==> config.mk <==
export PLATFORM = sky130hd
export DESIGN_NAME = multicycle_control_fsm
export DESIGN_NICKNAME = d
export VERILOG_FILES = /design/src/rtl/multicycle_control_fsm.sv
export SDC_FILE = /design/constraint.sdc
export NUM_CORES = 1
export LEC_CHECK = 0
export ABC_AREA = 1
export CAP_MARGIN = 20
export CORE_UTILIZATION = 33
export DETAILED_ROUTE_END_ITERATION = 10
export MAX_ROUTING_LAYER = met4
export PLACE_DENSITY_LB_ADDON = 0.15
export SYNTH_ARGS = -nofsm -noshare
export SYNTH_HDL_FRONTEND = slang
export SYNTH_SLANG_ARGS = --single-unit
==> constraint.sdc <==
create_clock -name clk -period 1.1 [get_ports clk]
set_input_delay 0.11 -clock clk [delete_from_list [all_inputs] [get_ports clk]]
set_output_delay 0.11 -clock clk [all_outputs]
set_load 0.03 [all_outputs]
==> src/rtl/multicycle_control_fsm.sv <==
// ============================================================================
// multicycle_control_fsm
//
// Control unit for a multicycle RISC-V style datapath with a single unified
// memory. The controller is a Moore machine that walks each instruction
// through fetch, decode and one or more execute/writeback states. All control
// outputs are decoded combinationally from the state register (plus the few
// inputs that qualify them), so there are no separate output registers.
//
// Ports
//   clk         in   rising-edge clock
//   rst         in   asynchronous active-low reset
//   Op          in   [6:0] opcode from the instruction register
//   funct3      in   [2:0] instruction funct3
//   funct7b5    in   instruction bit 30 (selects sub for R-type)
//   Zero        in   ALU zero flag (branch resolution)
//   mem_ready   in   unified memory access completes this cycle
//   PCWrite     out  PC register write enable
//   AdrSrc      out  memory address select (0 = PC, 1 = ALU result reg)
//   IRWrite     out  instruction register write enable
//   MemWrite    out  memory write strobe
//   RegWrite    out  register file write enable
//   ResultSrc   out  [1:0] result mux (00 ALUOut, 01 Data, 10 ALUResult)
//   ALUSrcA     out  [1:0] ALU A mux (00 PC, 01 OldPC, 10 RD1)
//   ALUSrcB     out  [1:0] ALU B mux (00 RD2, 01 Imm, 10 constant 4)
//   ImmSrc      out  [1:0] immediate format select
//   ALUControl  out  [2:0] ALU operation (000 add, 001 sub, 010 and,
//                         011 or, 101 slt)
//   instr_done  out  one-cycle pulse when an instruction retires
//   illegal     out  held high while parked on an unsupported opcode
// ============================================================================
//
// state     | meaning
// ----------+----------------------------------------------------------------
// FETCH     | read instruction at PC, PC <= PC+4 once memory is ready
// DECODE    | register read, ALUOut <= OldPC + imm (branch/jump target)
// MEMADR    | ALUOut <= RD1 + imm (load/store address)
// MEMREAD   | read data memory, wait for mem_ready
// MEMWB     | write loaded data to rd
// MEMWRITE  | write RD2 to memory, strobe held until mem_ready
// EXECUTER  | register-register ALU op
// EXECUTEI  | register-immediate ALU op
// ALUWB     | write ALUOut to rd
// BEQ       | compare RD1/RD2, take branch target if equal
// JAL       | PC <= target, ALUOut <= OldPC + 4 for the link register
// TRAP      | unsupported opcode, parked until reset
// ============================================================================

module multicycle_control_fsm (
    input  logic       clk,
    input  logic       rst,
    input  logic [6:0] Op,
    input  logic [2:0] funct3,
    input  logic       funct7b5,
    input  logic       Zero,
    input  logic       mem_ready,
    output logic       PCWrite,
    output logic       AdrSrc,
    output logic       IRWrite,
    output logic       MemWrite,
    output logic       RegWrite,
    output logic [1:0] ResultSrc,
    output logic [1:0] ALUSrcA,
    output logic [1:0] ALUSrcB,
    output logic [1:0] ImmSrc,
    output logic [2:0] ALUControl,
    output logic       instr_done,
    output logic       illegal
);

    localparam logic [6:0] OP_LOAD   = 7'b0000011;
    localparam logic [6:0] OP_STORE  = 7'b0100011;
    localparam logic [6:0] OP_RTYPE  = 7'b0110011;
    localparam logic [6:0] OP_ITYPE  = 7'b0010011;
    localparam logic [6:0] OP_BRANCH = 7'b1100011;
    localparam logic [6:0] OP_JAL    = 7'b1101111;

    localparam logic [2:0] ALU_ADD = 3'b000;
    localparam logic [2:0] ALU_SUB = 3'b001;
    localparam logic [2:0] ALU_AND = 3'b010;
    localparam logic [2:0] ALU_OR  = 3'b011;
    localparam logic [2:0] ALU_SLT = 3'b101;

    localparam logic [1:0] SRCA_PC    = 2'b00;
    localparam logic [1:0] SRCA_OLDPC = 2'b01;
    localparam logic [1:0] SRCA_RD1   = 2'b10;

    localparam logic [1:0] SRCB_RD2   = 2'b00;
    localparam logic [1:0] SRCB_IMM   = 2'b01;
    localparam logic [1:0] SRCB_FOUR  = 2'b10;

    localparam logic [1:0] RES_ALUOUT = 2'b00;
    localparam logic [1:0] RES_DATA   = 2'b01;
    localparam logic [1:0] RES_ALURES = 2'b10;

    typedef enum logic [3:0] {
        FETCH    = 4'd0,
        DECODE   = 4'd1,
        MEMADR   = 4'd2,
        MEMREAD  = 4'd3,
        MEMWB    = 4'd4,
        MEMWRITE = 4'd5,
        EXECUTER = 4'd6,
        EXECUTEI = 4'd7,
        ALUWB    = 4'd8,
        BEQ      = 4'd9,
        JAL      = 4'd10,
        TRAP     = 4'd11
    } state_t;

    state_t state;

    // Raw strobes before reset gating
    logic pc_write_raw;
    logic ir_write_raw;
    logic mem_write_raw;
    logic reg_write_raw;
    logic instr_done_raw;

    logic [2:0] alu_func;

    // ------------------------------------------------------------------------
    // State register and next-state logic
    // ------------------------------------------------------------------------
    always_ff @(posedge clk or negedge rst) begin
        if (!rst) begin
            state <= FETCH;
        end else begin
            case (state)
                FETCH: begin
                    if (mem_ready) state <= DECODE;
                end
                DECODE: begin
                    case (Op)
                        OP_LOAD,
                        OP_STORE:  state <= MEMADR;
                        OP_RTYPE:  state <= EXECUTER;
                        OP_ITYPE:  state <= EXECUTEI;
                        OP_BRANCH: state <= BEQ;
                        OP_JAL:    state <= JAL;
                        default:   state <= TRAP;
                    endcase
                end
                MEMADR: begin
                    state <= (Op == OP_LOAD) ? MEMREAD : MEMWRITE;
                end
                MEMREAD: begin
                    if (mem_ready) state <= MEMWB;
                end
                MEMWB: begin
                    state <= FETCH;
                end
                MEMWRITE: begin
                    if (mem_ready) state <= FETCH;
                end
                EXECUTER,
                EXECUTEI: begin
                    state <= ALUWB;
                end
                ALUWB: begin
                    state <= FETCH;
                end
                BEQ: begin
                    state <= FETCH;
                end
                JAL: begin
                    // link value OldPC+4 is in ALUOut by the time ALUWB runs
                    state <= ALUWB;
                end
                TRAP: begin
                    state <= TRAP;
                end
                default: begin
                    state <= FETCH;
                end
            endcase
        end
    end

    // ------------------------------------------------------------------------
    // ALU function for the execute states. The sub qualifier only applies to
    // register-register ops: for addi, bit 30 belongs to the immediate.
    // ------------------------------------------------------------------------
    always_comb begin
        alu_func = ALU_ADD;
        case (funct3)
            3'b000:  alu_func = ((Op == OP_RTYPE) && funct7b5) ? ALU_SUB : ALU_ADD;
            3'b010:  alu_func = ALU_SLT;
            3'b110:  alu_func = ALU_OR;
            3'b111:  alu_func = ALU_AND;
            default: alu_func = ALU_ADD;
        endcase
    end

    // ------------------------------------------------------------------------
    // Immediate format depends only on the opcode, independent of state
    // ------------------------------------------------------------------------
    always_comb begin
        ImmSrc = 2'b00;
        case (Op)
            OP_LOAD,
            OP_ITYPE:  ImmSrc = 2'b00;
            OP_STORE:  ImmSrc = 2'b01;
            OP_BRANCH: ImmSrc = 2'b10;
            OP_JAL:    ImmSrc = 2'b11;
            default:   ImmSrc = 2'b00;
        endcase
    end

    // ------------------------------------------------------------------------
    // Moore output decode
    // ------------------------------------------------------------------------
    always_comb begin
        pc_write_raw   = 1'b0;
        ir_write_raw   = 1'b0;
        mem_write_raw  = 1'b0;
        reg_write_raw  = 1'b0;
        instr_done_raw = 1'b0;
        AdrSrc         = 1'b0;
        ResultSrc      = RES_ALUOUT;
        ALUSrcA        = SRCA_PC;
        ALUSrcB        = SRCB_RD2;
        ALUControl     = ALU_ADD;

        case (state)
            FETCH: begin
                AdrSrc       = 1'b0;
                ALUSrcA      = SRCA_PC;
                ALUSrcB      = SRCB_FOUR;
                ALUControl   = ALU_ADD;
                ResultSrc    = RES_ALURES;
                // PC and IR only latch once the fetch read has landed
                ir_write_raw = mem_ready;
                pc_write_raw = mem_ready;
            end
            DECODE: begin
                ALUSrcA    = SRCA_OLDPC;
                ALUSrcB    = SRCB_IMM;
                ALUControl = ALU_ADD;
            end
            MEMADR: begin
                ALUSrcA    = SRCA_RD1;
                ALUSrcB    = SRCB_IMM;
                ALUControl = ALU_ADD;
            end
            MEMREAD: begin
                AdrSrc    = 1'b1;
                ResultSrc = RES_ALUOUT;
            end
            MEMWB: begin
                ResultSrc      = RES_DATA;
                reg_write_raw  = 1'b1;
                instr_done_raw = 1'b1;
            end
            MEMWRITE: begin
                AdrSrc         = 1'b1;
                ResultSrc      = RES_ALUOUT;
                mem_write_raw  = 1'b1;
                instr_done_raw = mem_ready;
            end
            EXECUTER: begin
                ALUSrcA    = SRCA_RD1;
                ALUSrcB    = SRCB_RD2;
                ALUControl = alu_func;
            end
            EXECUTEI: begin
                ALUSrcA    = SRCA_RD1;
                ALUSrcB    = SRCB_IMM;
                ALUControl = alu_func;
            end
            ALUWB: begin
                ResultSrc      = RES_ALUOUT;
                reg_write_raw  = 1'b1;
                instr_done_raw = 1'b1;
            end
            BEQ: begin
                ALUSrcA        = SRCA_RD1;
                ALUSrcB        = SRCB_RD2;
                ALUControl     = ALU_SUB;
                ResultSrc      = RES_ALUOUT;
                pc_write_raw   = Zero;
                instr_done_raw = 1'b1;
            end
            JAL: begin
                ALUSrcA      = SRCA_OLDPC;
                ALUSrcB      = SRCB_FOUR;
                ALUControl   = ALU_ADD;
                ResultSrc    = RES_ALUOUT;
                pc_write_raw = 1'b1;
            end
            TRAP: begin
                // everything stays at its quiet default
            end
            default: begin
            end
        endcase
    end

    // Strobes are gated by rst directly so they drop the moment reset is
    // asserted, without waiting for the state register to settle.
    assign PCWrite    = rst & pc_write_raw;
    assign IRWrite    = rst & ir_write_raw;
    assign MemWrite   = rst & mem_write_raw;
    assign RegWrite   = rst & reg_write_raw;
    assign instr_done = rst & instr_done_raw;
    assign illegal    = rst & (state == TRAP);

endmodule

==> metrics.cfg, run 1 <==
[clocking]
ctsLongestPathBuffers = 2
cts_root_buf = clkbuf_4
cts_hold_buf = 0
h-tree-depth = 1
cts_sinks = 4
cts_buffers = 3

[outcome]
stop_stage = global routing (5_1_grt)
error = [ERROR DPL-0038] Utilization greater than 100%, impossible to legalize
status = aborted with a tool error

[synthesis]
synth.avg_cell_area_sq_um = 5.60
synth_seq_cells = 4
syn-cell-area_sq_um = 566
synth_top_area_share_pct = 17.7
syn-num-nets = 116
synthDistinctLibCells = 21
synth_warnings = 0
yosysTopAreaCell = dfrtp_1
yosysSeqAreaShare_pct = 17.7
synth_area_leaders = dfrtp_1, nand2_1, inv_1, nor2_1, nand3_1
synthCells = 101

[global_routing]
grt_max_degree = 7

[placement]
io_buffer_count = 32
gp_congestion = 0.871
hpwl_microns = 1670

[floorplanning]
die_w_microns = 43.4
die_h_microns = 43.4
io_pins = 33
initial_utilization_pct = 36.3
core.rowCount = 14

[sta]
grt_worst_setup_endpoint = ALUSrcB[0]
worst-endpoint-pin-kind = output port

kinds of logic after synthesis:
kind of cell | after synthesis | share of synthesized area, %
AO/OA/AOI/OAI | 13 | 14.8
buffers and inverters | 23 | 15.3
flip-flops | 4 | 17.7
AND/OR/NAND/NOR | 61 | 52.2
cell usage after synthesis:
cell type / number
nor2_4: 1
nand3_2: 1
nor3_1: 5
a21oi_1: 2
dfrtp_1: 4
inv_1: 19
nor2_2: 2
nand4_1: 1
a31oi_1: 2
nand3_1: 9
nand3b_1: 2
inv_2: 4
o2bb2ai_1: 1
o21ai_2: 1
o221ai_1: 1
nand2_4: 1
o211ai_1: 2
nand2_1: 21
nor2_1: 13
o21ai_0: 4
nand2_2: 5
through the flow:
step	cells	setup slack [ps]	setup TNS, ps	hold WS, ps	instance area [sq um]
CTS	184	-413	-5740	173	1410
floorplan	101	-282	-1270	-186	661
global placement	171	-274	-3060	408	1130
detailed placement	171	-298	-3390	409	1130
repair_timing:
| action | 4_1_cts |
|---|---|
| pin swaps | 15 |
| gates cloned | 0 |
| endpoints found under the setup margin | 22 |
| buffers inserted | 11 |
| gates resized for setup | 62 |
==> inputs of run 2 (changes only) <==
- CORE_AREA: default -> 2 2 63 65
- CORE_UTILIZATION: 33 -> default
- DIE_AREA: default -> 0 0 65 67
- MAX_ROUTING_LAYER: met4 -> default
- clock period: 1.1 -> 1.4 ns (I/O delays scaled with it)
==> run 2 against run 1 <==
The flow now finishes, with violations (setup timing). Synthesized area unchanged. Synthesized cell count unchanged.
==> metrics.cfg, run 2 <==
[outcome]
status = finished, violations left
violations = setup timing

[synthesis]
async_reset_ff_share_pct = 100
synth_warnings = 0
synth.avg_cell_area_sq_um = 5.60
synth_top_area_share_pct = 17.7
synth_area_leaders = dfrtp_1, nand2_1, inv_1, nor2_1, nand3_1
synthDistinctLibCells = 21
yosysSeqAreaShare_pct = 17.7
synth_common_cells = nand2_1, inv_1, nor2_1
yosysMostFrequentCell = nand2_1
syn-num-nets = 116
synth-edff-count = 0
synth_seq_cells = 4
yosysTopAreaCell = dfrtp_1
syn-cell-area_sq_um = 566
ys.flop_type = dfrtp_1
synthCells = 101

[clocking]
cts_root_buf = clkbuf_8
cts_hold_buf = 0
cts_buffers = 3
h-tree-depth = 1
cts_sinks = 4
cts_tree = done
ctsLongestPathBuffers = 2
clock_latency_ps = 210
path_clk_slew_ps = 30

[sta]
finalSetupViolations = 11
skew_ps = 0.300
rsz0062_at_grt = yes
setup_ws_ps = -111
drv_slew = 0
max_freq_mhz = 662
slew_headroom_pct = 82.9
worst_slew_pin_slew_ps = 254
period_share_pct = 108
min_period_ps = 1510
hold_viol = 0

[pwr]
p_seq_share_pct = 11.2
power.density_nw_per_um2 = 1740
switching_share_pct = 51.3
switchingPower_mw = 1.11
vdd_ir_drop_max_uv = 377
internal_power_mw = 1.05
p_leak_nw = 0.620
combPwrFrac_pct = 77.7
power_mw = 2.16
clock_power_share_pct = 11.1

[global_routing]
grt_pass1_wl_microns = 3510
grt_max_degree = 7
first_global_vias = 822
grt_use_total_pct = 10.2
antenna_found_initial = 0
globalRouteOverflowTotal = 0

[floorplanning]
dieArea_sq_um = 4360
die_h_microns = 67
initial_utilization_pct = 15.7
die_w_microns = 65
core.rowCount = 22
io_pins = 33
core_sq_um = 3610

[placement]
hpwl_microns = 1760
io_buffer_count = 32
gp_congestion = 0.756

[detailed_routing]
first_pass_iters = 4
avgRoutedWirePerCell_microns = 10.6
antenna_left = 0
totalWireLength_microns = 2140
vias_per_cell = 4.11
drc_errors = 0
vias = 831
drt_iter0_drc = 15

[setup_path]
crit_family = flip-flops
cp.arrival_ps = 1370
worstSetupStartpointType = register
rr_worst_depth = 7
critical_path.max_fanout = 4
crit_buf_inv = 3
worst_setup_path_end_kind = output pin
required_ps = 1260
cpMaxStageDelayCell = dfrtp_1
rr_endpoint = state[2]
reg2reg_from = state[3]
critical_path_class = reg -> out
slowest_delay_ps = 410
crit_path_cell_trace = inv_2, nand2_4, nor2_4, buf_6, nand3_2, o211ai_1, buf_4
ff2ff_setup_slack_ps = 100
crit_cells = 7

[run]
maxCapViolations = 0

[layout]
fin_nets = 171
register_area_sq_um = 103
largest_reg_flops = 4
area_delta_synth_final_pct = 120
final_common_cell = buf_4
multi_input_area_sq_um = 500
utilization_pct = 34.5
reg.largest.list = state: 4 flops
final_cell_mix = buf_4, inv_2, nand2_1
diodes = 0
largest_register = state
layout-drive-gt1-share_pct = 57.8
fill_cells = 422

[hold_path]
min_path_type = in -> async

## run 2: repair_timing
| item | 4_1_cts | 5_1_grt |
|---|---|---|
| endpoints found under the setup margin | 15 | 17 |
| pin swaps | 5 | 10 |
| buffers inserted | 2 | 4 |
| resized for setup | 23 | 27 |
## run 2: through the flow
step | hold WS [ps] | std cells | setup WS (ps) | cell area (sq um) | TNS (ps)
2_1_floorplan | -156 | 101 | -13.1 | 588 | -13.1
3_3_place_gp | 460 | 193 | -72.6 | 1010 | -151
3_5_place_dp | 451 | 193 | -58.4 | 1010 | -150
4_1_cts | 226 | 198 | -108 | 1120 | -699
5_1_grt | 279 | 202 | -191 | 1240 | -1770
6_report | 261 | 202 | -111 | 1240 | -779
## run 2: cell families after synthesis
logic type             after synthesis  synth area share [%]
AOI/OAI and AO/OA                   13                  14.8
buffers and inverters               23                  15.3
DFF                                  4                  17.7
and+or+nand+nor                     61                  52.2
## run 2: area by class of cell
type	count	area share, %
inverter	23	6.94
timing repair buffer	50	36.4
tap	48	4.83
sequential	4	8.25
clock buffer	3	3.32
multi-input combinational	74	40.2
## run 2: worst max path at each step
stage	end	slack [ps]	from
after floorplan	ALUControl[0]	-10	state[3]
after global placement	ALUControl[0]	-70	Op[5]
after detailed placement	ALUControl[0]	-60	Op[1]
after CTS	ALUControl[0]	-110	state[3]
after global routing	ALUControl[0]	-190	state[3]
final	ALUControl[0]	-110	state[3]
## run 2: power groups by stage
stage	sequential (mW)	combinational [mW]	clock, mW
3_3_place_gp	0.229	1.38	0
4_1_cts	0.239	1.55	0.247
6_report	0.242	1.68	0.240
3_5_place_dp	0.231	1.39	0
5_1_grt	0.245	1.82	0.263
2_1_floorplan	0.220	0.861	0
## run 2: layer usage
metal,track usage (%),wire length [microns],up-vias
li1,-,-,430
met1,12.1,882,381
met2,18.0,1140,20
met3,1.52,119,0
met4,4.79,0,0
met5,0,0,-
No activity file was read; power rests on OpenSTA's default activity.
